==> config.mk <==
export PLATFORM = sky130hd
export DESIGN_NAME = pixel_feeder
export DESIGN_NICKNAME = d
export VERILOG_FILES = /design/src/rtl/pixel_feeder.sv
export SDC_FILE = /design/constraint.sdc
export NUM_CORES = 1
export LEC_CHECK = 0
export ABC_AREA = 1
export ABC_CLOCK_PERIOD_IN_PS = 4510
export CAP_MARGIN = 20
export CELL_PAD_IN_SITES_DETAIL_PLACEMENT = 1
export CELL_PAD_IN_SITES_GLOBAL_PLACEMENT = 1
export CORE_UTILIZATION = 36
export DETAILED_ROUTE_END_ITERATION = 16
export GPL_ROUTABILITY_DRIVEN = 0
export PLACE_DENSITY_LB_ADDON = 0.1
export SLEW_MARGIN = 30
export SYNTH_ARGS = -nofsm -noshare
export SYNTH_HDL_FRONTEND = slang
export SYNTH_SLANG_ARGS = --single-unit
==> constraint.sdc <==
create_clock -name Clk -period 4.51 [get_ports Clk]
set_input_delay 0.902 -clock Clk [delete_from_list [all_inputs] [get_ports Clk]]
set_output_delay 0.902 -clock Clk [all_outputs]
set_load 0.005 [all_outputs]
==> src/rtl/pixel_feeder.sv <==
// pixel_feeder: front end of the fractal pipeline.
//
// Scans one frame in row-major order and issues one fresh pixel into the pipe
// input slot on every cycle that the recirculating pipeline leaves it free.
// Every issued word carries the pixel constant (c1 real, c2 imaginary), a
// zeroed iterate and iteration count, and the linear pixel address that tags
// the result downstream.
//
// Ports:
//   Clk        in   single clock, all state updates on the rising edge
//   Reset      in   asynchronous, active-high
//   Start      in   begin a frame; only looked at while idle
//   slot_busy  in   pipe input slot taken by a recirculating pixel this cycle
//   x, y       out  iterate seed (Q4.12), always zero on an issue
//   c1, c2     out  pixel constant (Q4.12)
//   div        out  iteration count seed, always zero on an issue
//   no_op      out  1 = bubble, the pipe ignores the word
//   stage      out  1 = fresh pixel entering stage 0
//   addr       out  linear pixel index (row * H_RES + col) of the issued word
//   busy       out  frame in progress
//   done       out  one-cycle pulse after the last pixel has been issued
module pixel_feeder #(
    parameter int unsigned H_RES  = 640,
    parameter int unsigned V_RES  = 480,
    parameter int unsigned ADDR_W = 19,
    parameter logic [15:0] X_MIN  = 16'hE000,
    parameter logic [15:0] Y_MAX  = 16'h1400,
    parameter logic [15:0] X_STEP = 16'h0013,
    parameter logic [15:0] Y_STEP = 16'h0015
) (
    input  logic              Clk,
    input  logic              Reset,
    input  logic              Start,
    input  logic              slot_busy,
    output logic [15:0]       x,
    output logic [15:0]       y,
    output logic [15:0]       c1,
    output logic [15:0]       c2,
    output logic [7:0]        div,
    output logic              no_op,
    output logic              stage,
    output logic [ADDR_W-1:0] addr,
    output logic              busy,
    output logic              done
);

    localparam int unsigned COL_W = (H_RES > 1) ? $clog2(H_RES) : 1;
    localparam int unsigned ROW_W = (V_RES > 1) ? $clog2(V_RES) : 1;

    localparam logic [COL_W-1:0] COL_LAST = COL_W'(H_RES - 1);
    localparam logic [ROW_W-1:0] ROW_LAST = ROW_W'(V_RES - 1);

    localparam logic [1:0] ST_IDLE = 2'd0;
    localparam logic [1:0] ST_RUN  = 2'd1;
    localparam logic [1:0] ST_DONE = 2'd2;

    // Scan state
    logic [1:0]        state_q, state_d;
    logic [COL_W-1:0]  col_q, col_d;
    logic [ROW_W-1:0]  row_q, row_d;
    logic [15:0]       next_c1_q, next_c1_d;
    logic [15:0]       next_c2_q, next_c2_d;
    logic [ADDR_W-1:0] next_addr_q, next_addr_d;

    // Registered outputs
    logic [15:0]       x_q, x_d;
    logic [15:0]       y_q, y_d;
    logic [15:0]       c1_q, c1_d;
    logic [15:0]       c2_q, c2_d;
    logic [7:0]        div_q, div_d;
    logic              no_op_q, no_op_d;
    logic              stage_q, stage_d;
    logic [ADDR_W-1:0] addr_q, addr_d;
    logic              busy_q, busy_d;
    logic              done_q, done_d;

    always_comb begin
        state_d     = state_q;
        col_d       = col_q;
        row_d       = row_q;
        next_c1_d   = next_c1_q;
        next_c2_d   = next_c2_q;
        next_addr_d = next_addr_q;

        // Data outputs hold unless a pixel is issued; markers default to bubble.
        x_d     = x_q;
        y_d     = y_q;
        c1_d    = c1_q;
        c2_d    = c2_q;
        div_d   = div_q;
        addr_d  = addr_q;
        no_op_d = 1'b1;
        stage_d = 1'b0;
        done_d  = 1'b0;

        case (state_q)
            ST_IDLE: begin
                if (Start) begin
                    state_d     = ST_RUN;
                    col_d       = '0;
                    row_d       = '0;
                    next_c1_d   = X_MIN;
                    next_c2_d   = Y_MAX;
                    next_addr_d = '0;
                end
            end

            ST_RUN: begin
                if (!slot_busy) begin
                    x_d     = 16'h0000;
                    y_d     = 16'h0000;
                    c1_d    = next_c1_q;
                    c2_d    = next_c2_q;
                    div_d   = 8'h00;
                    addr_d  = next_addr_q;
                    no_op_d = 1'b0;
                    stage_d = 1'b1;

                    next_addr_d = next_addr_q + ADDR_W'(1);

                    if (col_q == COL_LAST) begin
                        // Reload the real part from X_MIN so rounding never
                        // accumulates from one row to the next.
                        col_d     = '0;
                        next_c1_d = X_MIN;
                        row_d     = row_q + ROW_W'(1);
                        next_c2_d = next_c2_q - Y_STEP;
                        if (row_q == ROW_LAST) begin
                            state_d = ST_DONE;
                        end
                    end else begin
                        col_d     = col_q + COL_W'(1);
                        next_c1_d = next_c1_q + X_STEP;
                    end
                end
            end

            ST_DONE: begin
                state_d = ST_IDLE;
                done_d  = 1'b1;
            end

            default: begin
                state_d = ST_IDLE;
            end
        endcase

        // busy stays high through the done pulse so it drops one edge later.
        busy_d = (state_d != ST_IDLE) || done_d;
    end

    always_ff @(posedge Clk or posedge Reset) begin
        if (Reset) begin
            state_q     <= ST_IDLE;
            col_q       <= '0;
            row_q       <= '0;
            next_c1_q   <= 16'h0000;
            next_c2_q   <= 16'h0000;
            next_addr_q <= '0;
            x_q         <= 16'h0000;
            y_q         <= 16'h0000;
            c1_q        <= 16'h0000;
            c2_q        <= 16'h0000;
            div_q       <= 8'h00;
            no_op_q     <= 1'b1;
            stage_q     <= 1'b0;
            addr_q      <= '0;
            busy_q      <= 1'b0;
            done_q      <= 1'b0;
        end else begin
            state_q     <= state_d;
            col_q       <= col_d;
            row_q       <= row_d;
            next_c1_q   <= next_c1_d;
            next_c2_q   <= next_c2_d;
            next_addr_q <= next_addr_d;
            x_q         <= x_d;
            y_q         <= y_d;
            c1_q        <= c1_d;
            c2_q        <= c2_d;
            div_q       <= div_d;
            no_op_q     <= no_op_d;
            stage_q     <= stage_d;
            addr_q      <= addr_d;
            busy_q      <= busy_d;
            done_q      <= done_d;
        end
    end

    assign x     = x_q;
    assign y     = y_q;
    assign c1    = c1_q;
    assign c2    = c2_q;
    assign div   = div_q;
    assign no_op = no_op_q;
    assign stage = stage_q;
    assign addr  = addr_q;
    assign busy  = busy_q;
    assign done  = done_q;

endmodule

==> results of run 1 <==
==> power breakdown <==
group / internal, mW / leakage, nW / switching, mW
registers: 1.43 / 1.63 / 0.242
clock network: 0.922 / 0.297 / 0.500
logic: 0.488 / 1.66 / 0.640
total: 2.84 / 3.58 / 1.38
==> registers in the layout, summed over array words and instances, names as in the netlist <==
signal and cells:
next_c1_q 16, col_q 10, next_c2_q 16, done 1, c2 16, addr 19, c1 16, stage 1
state_q 2, next_addr_q 19, no_op 1, row_q 9, busy 1
==> path summary, 6_finish.rpt <==
path                            endpoint  slack [ns]  cells past startpoint
min in group asynchronous          c2[3]        0.97                      2
hold reg to reg                 addr[12]        0.48                      2
setup / recovery           next_c2_q[12]        1.56                      6
max in group asynchronous  next_c1_q[11]        2.54                      4
hold / removal                  addr[12]        0.48                      2
setup reg to reg           next_c2_q[12]        1.87                      6
==> cell families (layout without fill, tap and decap cells) <==
logic type,after synthesis,after routing,share of synthesized area
AND/OR/NAND/NOR,405,405,0.275
buffers and inverters,157,183,0.122
flip-flops,127,127,0.492
AO/OA/AOI/OAI,118,118,0.0943
adder cells (fa/ha/maj),5,5,0.00968
XOR/XNOR,5,5,0.00678
other,1,40,0.000580
==> layout by cell type (no fill, tap or decap), types with 2 or more instances in the layout <==
master	count
nor2_2	2
bufinv_16	3
nor2_4	3
nand4_1	31
nand2_1	210
conb_1	40
clkinv_2	3
xor2_1	4
clkdlybuf4s50_1	58
o21ai_1	10
nor3_1	16
buf_4	3
dfrtp_1	126
clkbuf_1	4
inv_1	86
nand3_1	56
a21oi_1	16
ha_1	5
clkbuf_8	4
nor2_1	76
clkbuf_16	17
inv_2	3
o21ai_0	85
nand2_2	3
==> metal layers <==
metal,global-route usage,vias up
met5,0,-
met4,0.0741,0
met3,0.0418,11
met2,0.326,101
met1,0.241,2694
li1,-,2673
==> cell type report <==
cell class              count  area (um2)
fillers                  2112        9740
flip-flops and latches    127        3180
well taps                 225         282
inverters                  90         343
multi-input cells         573        2650
clock inverters             6         105
repair buffers             62         623
clock buffers              25         495
==> critical path, cell delays in order <==
cell and delay (ns):
clkdlybuf4s50_1 0.47, nand3_2 0.28, nand2_4 0.51, nand2_2 0.63
o21ai_1 0.34, nand3_1 0.09
==> metrics by stage <==
| step | cells | power (mW) | hold WS [ns] | worst slack, ns | area, um2 |
|---|---|---|---|---|---|
| floorplan | 857 | 2.34 | 0.461 | 0.225 | 6610 |
| finish | 1108 | 4.22 | 0.483 | 1.56 | 7680 |
| detailed placement | 1077 | 2.83 | 0.475 | 1.09 | 7070 |
| CTS | 1108 | 4.29 | 0.489 | 1.54 | 7670 |
| global route | 1108 | 4.52 | 0.507 | 1.35 | 7680 |
| global placement | 1077 | 2.76 | 0.466 | 1.13 | 7070 |
==> flow_summary.toml, run 1 <==
[pwr]
powerDensity_nw_per_um2 = 550
peakVddDrop_uv = 280
total_leakage_power_nw = 3.58

[global_routing]
antenna_found_initial = 0
grt_usage = 0.193
grt_max_degree = 102
grt_pass1_vias = 5669
grt_pass1_wl_um = 27700
globalRouteOverflowTotal = 0

[sta]
worst_pin_slew_ns = 0.877
layout_min_cycle_time_ns = 2.95
rsz0062_at_grt = "false"
tns_ns = 0
maxSlewHeadroom = 0.413
setup_viol = 0
timing.fmax_mhz = 338
hold_violations = 0
finalMaxSlewViolations = 0
finalCritPeriodShare = 0.655
finClkSkew_ns = 0.0124

[detailed_routing]
wl_met2_um = 8360
wl_met3_um = 542
drc_errors = 0
finalWirelength_um = 16700
first_iter_violations = 219
wirelength_met1_um = 7630
post_drt_via_cell_ratio = 4.94
vias = 5479
wl_per_cell_um = 15.1
dr.pass1.iters = 4
maxUsedRoutingLayer = "met4"
antenna_left = 0

[final_layout]
diodes = 0
nNetsFinal = 880
drive_gt1_frac = 0.0578
utilization = 0.441
area_growth_pct = 18.8

[worst_setup_path]
start_kind = "input port"
crit_required_ns = 4.80
crit_type = "input port to flop"
startpoint = "Start"
r2r-start = "state_q[0]"
arrival_ns = 3.25
crit_fanout = 49
endpoint_kind = "flop"

[synth]
synth.most_common_cell = "nand2_1"
netlist_instances = 818
postSynthAreaPerCell_um2 = 7.90
synth_top_area_cell = "dfrtp_1"
synthesis.area_um2 = 6460
synth_ff_type = "dfrtp_1"
synth.distinct_cells = 39
netlist_top_cells_count = "nand2_1, dfrtp_1, inv_1"
ys.warnings.count = 0
synth_top_area_frac = 0.488
ys_ff_latch = 127
synth_edf_count = 0
synthArstFlopShare = 1.00
synth.area.top_cells = "dfrtp_1, nand2_1, o21ai_0"
ys_seq_area_frac = 0.492

[floorplan]
dieHeight_um = 136
die_w_um = 136
num_rows = 48
die_area_um2 = 18500
core_area_um2 = 17400
io_pins = 99
start_util = 0.371

[clocking]
clock_latency_ns = 0.42
htree_num_levels = 4
clkSlewWorstSetupHoldPaths_ns = 0.06
post-cts-setup-buffer-count = 0
numClockSinks = 127
cts_tree = "done"
ctsResizeCount = 0
cts_hold_buffers = 0
clockBufferDepth = 2
root_buffer = "clkbuf_16"
cts_buffers = 17

[status]
status = "finished clean"

[place]
dp_hpwl_um = 11600
portBuffers = 58

[worst_hold_path]
hp-start = "addr[12]"
min_path_type = "flop to flop"

[job]
cap_violations = 0
Power figures use the tool's default switching activity.
==> run 2: changes to the inputs <==
--- a/config.mk
+++ b/config.mk
@@ -6,11 +6,11 @@
 export NUM_CORES = 1
 export LEC_CHECK = 0
 export ABC_AREA = 1
-export ABC_CLOCK_PERIOD_IN_PS = 4510
+export ABC_CLOCK_PERIOD_IN_PS = 2800
 export CAP_MARGIN = 20
 export CELL_PAD_IN_SITES_DETAIL_PLACEMENT = 1
 export CELL_PAD_IN_SITES_GLOBAL_PLACEMENT = 1
-export CORE_UTILIZATION = 36
+export CORE_UTILIZATION = 39
 export DETAILED_ROUTE_END_ITERATION = 16
 export GPL_ROUTABILITY_DRIVEN = 0
 export PLACE_DENSITY_LB_ADDON = 0.1
==> constraint.sdc (replaced) <==
create_clock -name Clk -period 2.8 [get_ports Clk]
set_input_delay 0.56 -clock Clk [delete_from_list [all_inputs] [get_ports Clk]]
set_output_delay 0.56 -clock Clk [all_outputs]
set_load 0.005 [all_outputs]
==> run 2 against run 1 <==
Worst setup slack worse by 0.83 ns. Final cell count decreased by 0.18%. Via count fell by 0.33%. Non-clock buffer count increased by 6. Combinational power up 63%. Critical endpoint is now next_c1_q[7]. Flip-flop and latch count unchanged. Critical path depth increased by 2. Final area grew 0.96%. Critical path type unchanged. Die area fell by 7.6%. Count of clock-buffer cells in the layout is 2 lower.
==> flow_summary.toml, run 2 (same netlist as run 1, synthesis figures left out) <==
[worst_setup_path]
r2r_slack_ns = 0.81
start_kind = "input port"
crit_required_ns = 3.14
critPathMostFrequentCell = "nand2_2"
endpoint_kind = "flop"
r2r-start = "col_q[0]"
slowest_delay_ns = 0.61
reg2reg_depth = 7
crit_slowest_cell = "clkdlybuf4s50_1"
crit_type = "input port to flop"
cp_cell_sequence = "clkdlybuf4s50_1 -> inv_1 -> nand2_2 -> nand2_4 -> nand2_2 -> buf_4 -> o21ai_0 -> a21oi_1"
arrival_ns = 2.41
r2r-end = "next_c1_q[6]"
crit_fanout = 20

[global_routing]
grt_pass1_wl_um = 28200
grt_usage = 0.215
grt_max_degree = 128
grt_pass1_vias = 5716
globalRouteOverflowTotal = 0
antenna_found_initial = 0

[place]
dpl.cell_count = 1074
dp_hpwl_um = 11600
portBuffers = 58

[detailed_routing]
antenna_left = 0
finalWirelength_um = 16900
dr.pass1.iters = 7
vias = 5461
drc_errors = 0
first_iter_violations = 231
wl_per_cell_um = 15.3
post_drt_via_cell_ratio = 4.94

[sta]
rsz0062_at_grt = "false"
finalMaxSlewViolations = 0
setup_viol = 0
timing.fmax_mhz = 483
worst_pin_slew_ns = 0.790
finClkSkew_ns = 0.00580
layout_min_cycle_time_ns = 2.07
finalCritPeriodShare = 0.739
maxSlewHeadroom = 0.473
hold_violations = 0
tns_ns = 0

[clocking]
ctsResizeCount = 0
numClockSinks = 127
post-cts-setup-buffer-count = 0
cts_tree = "done"
clock_latency_ns = 0.42
cts_hold_buffers = 0
htree_num_levels = 4
clkSlewWorstSetupHoldPaths_ns = 0.06
cts_buffers = 17
clockBufferDepth = 2
root_buffer = "clkbuf_16"

[final_layout]
nNetsFinal = 886
final_cell_mix = "nand2_1, dfrtp_1, inv_1"
diodes = 0
final_common_cell = "nand2_1"
final_cells = 1106
drive_gt1_frac = 0.0697
area_growth_pct = 19.9

[floorplan]
io_pins = 99
dieHeight_um = 131
num_rows = 46
die_w_um = 131
core_area_um2 = 16100
die_area_um2 = 17100
start_util = 0.402

[pwr]
peakVddDrop_uv = 455
powerDensity_nw_per_um2 = 893
total_leakage_power_nw = 3.63

[worst_hold_path]
hold_depth = 2
min_path_type = "flop to flop"
hp-start = "addr[16]"
worstHoldEndpoint = "addr[16]"

[status]
status = "finished clean"

[job]
cap_violations = 0
[run 2: area by class of cell]
cell class,count,area (um2)
fill,1950,8310
sequential,127,3180
multi-input combinational,573,2640
timing repair buffer,68,681
clock buffer,23,508
inverter,90,342
tap,216,270
clock inverter,9,129
[run 2: where the power goes]
| part | internal, mW | switching, mW | total (mW) |
|---|---|---|---|
| clock | 1.54 | 0.824 | 2.36 |
| combinational | 0.796 | 1.05 | 1.84 |
| sequential | 2.30 | 0.408 | 2.71 |
[run 2: worst max path at each step]
stage,from,to,cells past startpoint
CTS,Start,next_c1_q[6],7
global placement,Start,next_c1_q[4],7
finish,slot_busy,next_c1_q[7],8
detailed placement,Start,next_c1_q[3],7
global route,slot_busy,next_c1_q[7],8
floorplan,Reset,addr[0],1
[run 2: critical path: cells and delay by family]
family / cells / cell delay (ns)
buffers and inverters: 3 / 0.97
AND/OR/NAND/NOR: 3 / 0.63
AO/OA/AOI/OAI: 2 / 0.24
[run 2: metrics by stage]
stage,power [mW],hold WS [ns],cell area (um2),setup slack [ns],util
after floorplan,3.78,0.461,6610,0.674,-
final,6.92,0.479,7750,0.730,0.483
after global placement,4.49,0.465,7110,0.361,0.443
after detailed placement,4.59,0.472,7110,0.296,0.443
after global routing,7.41,0.507,7750,0.620,0.483
after CTS,7.00,0.486,7750,0.709,0.483
[run 2: layer usage]
layer	routed length, um	GRT usage	up-vias
met5	0	0	-
met4	217	0.0751	0
met3	462	0.0375	17
met2	8300	0.370	100
met1	7890	0.273	2658
li1	-	-	2686
==> patch 1 (config.mk and constraints of run 2) <==
The parameter `ADDR_W` goes from 19 to 15.
--- a/src/rtl/pixel_feeder.sv
+++ b/src/rtl/pixel_feeder.sv
@@ -23,5 +23,5 @@
     parameter int unsigned H_RES  = 640,
     parameter int unsigned V_RES  = 480,
-    parameter int unsigned ADDR_W = 19,
+    parameter int unsigned ADDR_W = 15,
     parameter logic [15:0] X_MIN  = 16'hE000,
     parameter logic [15:0] Y_MAX  = 16'h1400,
Interface: changed (resized addr); port bits go from 99 to 95. The function was not compared with the original's and may differ.
==> patch 1 against run 2 <==
Clock skew grew 6.3 ps; routed wire length is 9.8% lower; total power decreased by 5.1%; sequential cell count decreased by 8; global-route usage down 0.38 points; non-clock buffer count is 4 lower; register-to-register slack got worse by 80 ps; worst setup slack barely moved; count of clock-buffer cells in the layout stayed put; final area fell by 8.4%; via count decreased by 7.7%; area after synthesis is 8.3% lower; highest routed layer unchanged; the run now ends with design-rule violations left.
==> patch 1: results (changes against run 2) <==
status=finished, violations left; failing checks=design-rule violations; top cells by area, synth=dfrtp_1, nand2_1, o21ai_0, buf_4, inv_1; initial antenna violation count=0 (unchanged); combinational cell power=1880 µW (+2%); clk_lat worst skew=420 ps (about the same); P_seq=2630 µW (-3%); P_int=4310 µW (-7.1%); Seq/Total Area, Yosys=50.3% (+1.1 points); hold_ws=482 ps (+2.55 ps); drc violations=7 (+7); CP max stage cell=dfrtp_1; clock skew=12.1 ps (+6.26 ps); Starting DRT DRC Count=219 (-5.2%); clock tree root buffer cell=clkbuf_16; Placed Cells incl. Taps=965 (-10%); Avg Inst Size Synth=7.98 µm² (+1.1%); worst stage delay on the critical path=400 ps (-210 ps); number of distinct library cells after synthesis=30 (-23%); vias in the first global route=5362 (-6.2%); Worst EP arrival=2370 ps (-40 ps); post-CTS sizing=0 (unchanged); largest net degree at the start of global routing=94 (-27%); Clock Tree Buf Depth=2 (unchanged); R2R Setup Slk=730 ps (-80 ps); Synthesis Warnings=0 (unchanged); class of the worst hold path=reg2reg; CTS buffer count=17 (unchanged); layout cells sized above 1=6.03% (-0.94 points); Post-CTS Setup Inserts=0 (unchanged); Final #Nets=809 (-8.7%); # H-tree levels=4 (unchanged); via count=5039 (-7.7%); largest fanout on the critical path=22 (+10%); asr flop ratio synth=100% (unchanged); Slew @ Worst Pin=578 ps (-212 ps); total track usage=21.1% (-0.38 points); Peak VDD IR=0.000436 V (-4.0%); HPWL Detailed=10600 µm (-8.6%); routed len/inst=15.3 µm (about the same); commonest cells in the synthesized netlist=nand2_1, dfrtp_1, o21ai_0, inv_1, nor2_1; buffers added on ports=54 (-6.9%); global route overflow=0 (unchanged); Clock transition at path regs=50 ps; DP Worst Slack=343 ps (+46.6 ps); Period minus WS final=2070 ps (-0.277 ps); drt pass-1 iters=10 (+3); crit-path leading delay family=simple AND/OR/NAND/NOR gates; global-route wire length before repair=26200 µm (-7.1%); ant diodes=0 (unchanged); leakage power=0.00332 µW (-8.4%); drt total wl=15200 µm (-9.8%)
==> patch 1: changes by cell type after synthesis, moves of 2 or more <==
cell / run 2 / this run
dfrtp_1: 126 / 118
inv_1: 87 / 73
clkbuf_1: 12 / 9
buf_4: 42 / 44
nor2_1: 76 / 68
nand3_1: 56 / 44
o21ai_1: 10 / 0
buf_2: 8 / 10
buf_6: 4 / 1
inv_2: 3 / 1
nand2_1: 210 / 196
==> patch 1: metal layers <==
| metal | GRT usage (%) | routed length, µm |
|---|---|---|
| met4 | 8.75 | 240 |
| met1 | 26.3 | 7060 |
| met3 | 4.45 | 468 |
| met5 | 0 | 0 |
| met2 | 35.7 | 7440 |
==> patch 1: stage by stage <==
stage | power, µW | area (µm²)
floorplan | 3710 | 6070
global placement | 4430 | 6550
detailed placement | 4550 | 6550
CTS | 6650 | 7100
global route | 7040 | 7100
finish | 6560 | 7100
==> patch 1: kinds of logic (layout without fill, tap and decap cells) <==
kind of cell	count (synthesis)	in the layout	synth area share (%)
compound gates	111	111	9.80
xor+xnor	5	5	0.739
fa+ha+maj	5	5	1.06
buf+inv	138	170	11.9
flops	119	119	50.3
other cells	1	40	0.0633
simple gates	363	363	26.2
==> patch 1: path summary, 6_finish.rpt <==
path	from	to	depth (start not counted)
setup reg to reg	col_q[0]	next_c2_q[10]	8
hold / removal	addr[14]	addr[14]	2
min in group asynchronous	Reset	addr[13]	3
hold reg to reg	addr[14]	addr[14]	2
setup / recovery	col_q[0]	next_c2_q[10]	8
max in group asynchronous	Reset	row_q[6]	3
==> patch 1: area by class of cell <==
cell class | instances | area (µm²)
well taps | 184 | 230
flip-flops and latches | 119 | 2980
multi-input cells | 524 | 2390
clock inverters | 9 | 75.1
repair buffers | 64 | 666
clock buffers | 23 | 478
inverters | 74 | 282
fillers | 1793 | 7600
==> patch 2 (flow settings as in run 2) <==
Made on the original files. Make the reset (`Reset`) synchronous in one clocked block. Comments in the files are not updated.
--- a/src/rtl/pixel_feeder.sv
+++ b/src/rtl/pixel_feeder.sv
@@ -150,5 +150,5 @@
     end
 
-    always_ff @(posedge Clk or posedge Reset) begin
+    always_ff @(posedge Clk) begin
         if (Reset) begin
             state_q     <= ST_IDLE;
Formal check against the unedited RTL: differs if Reset is asserted again (counterexample within 4 cycles, from zero or initial values and one cycle with Reset high); with Reset held inactive, the same outputs for 10 cycles.
==> patch 2 against run 2 <==
Sequential cell count unchanged; critical path depth increased by 3; worst setup slack got worse by 81 ps; count of clock-buffer cells in the layout increased by 3; clock skew increased by 2.2 ps; fmax decreased by 3.8%; final area decreased by 9.2%; non-clock buffer count increased by 2; routed wire length decreased by 5.1%; area after synthesis decreased by 9.2%.
Power is not compared: it rests on default switching activity, and its combinational part moved more than twofold at a synthesized area within 25%.
==> patch 2: results (changes against run 2) <==
Setup crit end kind=flip-flop; asr flop ratio synth=0% (-100 points); Met3 Routed Length=450 µm (-2.6%); commonest cells in the synthesized netlist=nand2_1, dfxtp_1, a21oi_1, inv_1; HPWL Detailed=11200 µm (-4.0%); layout cells sized above 1=6.92% (-0.050 points); global-route wire length before repair=27100 µm (-3.8%); drt pass-1 iters=4 (-3); largest net degree at the start of global routing=95 (-26%); ant diodes=0 (unchanged); total track usage=21.6% (+0.073 points); Clock Tree Buf Depth=2 (unchanged); clock tree root buffer cell=clkbuf_16; Met1 Routed Length=7310 µm (-7.4%); CP startpoint=state_q[0]; vias in the first global route=5619 (-1.7%); number of distinct library cells after synthesis=36 (-7.7%); top cells by area, synth=dfxtp_1, nand2_1, a21oi_1, o21ai_0, inv_1; Layout fillers=1840 (-5.6%); Synthesis Warnings=0 (unchanged); Met2 Wirelength=7990 µm (-3.7%); post-synthesis compound-gate area fraction=16.5% (+7.0 points); Post-CTS Setup Inserts=0 (unchanged); CTS buffer count=17 (unchanged); Starting DRT DRC Count=234 (+1.3%); MaxCap Viol Count=0 (unchanged); clk_lat worst skew=420 ps (about the same); crit-path leading delay family=simple AND/OR/NAND/NOR gates; class of the worst hold path=reg2reg; Synth Area in XOR/XNOR=1.04% (+0.37 points); Final #Nets=878 (-0.90%); CP max stage cell=dfxtp_1; buffers added on ports=58 (unchanged); worst reg-to-reg path cell count=11 (+4); Worst EP arrival=2460 ps (+50 ps); fraction of the mapped netlist area in adder cells=1.07% (+0.098 points); # H-tree levels=4 (unchanged); routed len/inst=15.0 µm (-1.5%); Vias/cell=5.03 (+1.9%); clock skew=7.97 ps (+2.17 ps); initial antenna violation count=0 (unchanged); final slew viol count=0 (unchanged); hold path depth=2 (unchanged); status=finished clean; hold-fix buffers at CTS=0 (unchanged); largest fanout on the critical path=20 (unchanged); mux contribution to synthesized area=0% (unchanged); top layer in use=met4; count leader, synth=nand2_1; leakage power=0.00281 µW; post-CTS sizing=0 (unchanged); R2R Setup Slk=650 ps (-160 ps); Clock transition at path regs=50 ps; worst stage delay on the critical path=450 ps (-160 ps); Seq/Total Area, Yosys=43.3% (-5.9 points); Critical Path End=next_c1_q[12]; Peak VDD IR=0.000456 V
patch 2: changes by cell type after synthesis, sizes merged, moves of 13 or more:
| cell | run 2 | this run |
|---|---|---|
| dfxtp | 0 | 127 |
| a21oi | 17 | 93 |
| dfrtp | 126 | 0 |
| nand4 | 31 | 15 |
| nand2 | 214 | 151 |
| o21ai | 95 | 81 |
| nand3 | 57 | 44 |
patch 2: cell type report:
| class | count | area share (%) |
|---|---|---|
| Clock buffer | 26 | 7.23 |
| Clock inverter | 6 | 0.782 |
| Inverter | 92 | 4.91 |
| Multi-Input combinational cell | 561 | 38.0 |
| Sequential cell | 127 | 36.1 |
| Tap cell | 184 | 3.27 |
| Timing Repair Buffer | 70 | 9.70 |
patch 2: worst reg2reg max path, stage by stage, from the launching register on:
cell	delay, ps
dfxtp_1	450
inv_2	90
nor2_2	90
buf_4	200
nand2_2	90
nand2_2	230
buf_4	300
nand4_1	190
nand2_1	130
o21ai_1	90
o21ai_1	130
inv_1	40
patch 2: cells by family (layout without fill, tap and decap cells):
group,count (synthesis),after routing
adder cells (fa/ha/maj),5,5
buffers and inverters,163,194
other,1,40
flip-flops,127,127
AO/OA/AOI/OAI,185,185
AND/OR/NAND/NOR,324,324
XOR/XNOR,7,7
patch 2: power by group:
| group | total, µW | internal (µW) | switching [µW] |
|---|---|---|---|
| clock network | 2120 | 1330 | 788 |
| logic | 625 | 238 | 387 |
| registers | 1970 | 1900 | 68.6 |
| total | 4710 | 3470 | 1240 |
patch 2: metal layers:
layer  up-vias  global-route usage (%)
li1       2680                       -
met1      2581                    26.8
met2        80                    36.7
met3        22                    4.08
met4         0                    8.36
met5         -                       0
patch 2: stage by stage:
| step | utilization, % | cells | area (µm²) | setup slack (ps) |
|---|---|---|---|---|
| after floorplan | - | 851 | 6010 | 1270 |
| after global placement | 44.4 | 1034 | 6470 | 370 |
| after detailed placement | 44.4 | 1034 | 6470 | 296 |
| after CTS | 48.3 | 1066 | 7040 | 655 |
| after global routing | 48.3 | 1066 | 7040 | 478 |
| final | 48.3 | 1066 | 7040 | 649 |
patch 2: worst min-delay path by stage:
stage                         start         endpoint  slack (ps)
finish                      addr[3]          addr[3]         460
CTS                         addr[3]          addr[3]         470
detailed placement          addr[3]          addr[3]         460
global route                addr[0]          addr[0]         490
global placement            addr[3]          addr[3]         460
floorplan           next_addr_q[14]  next_addr_q[14]         440
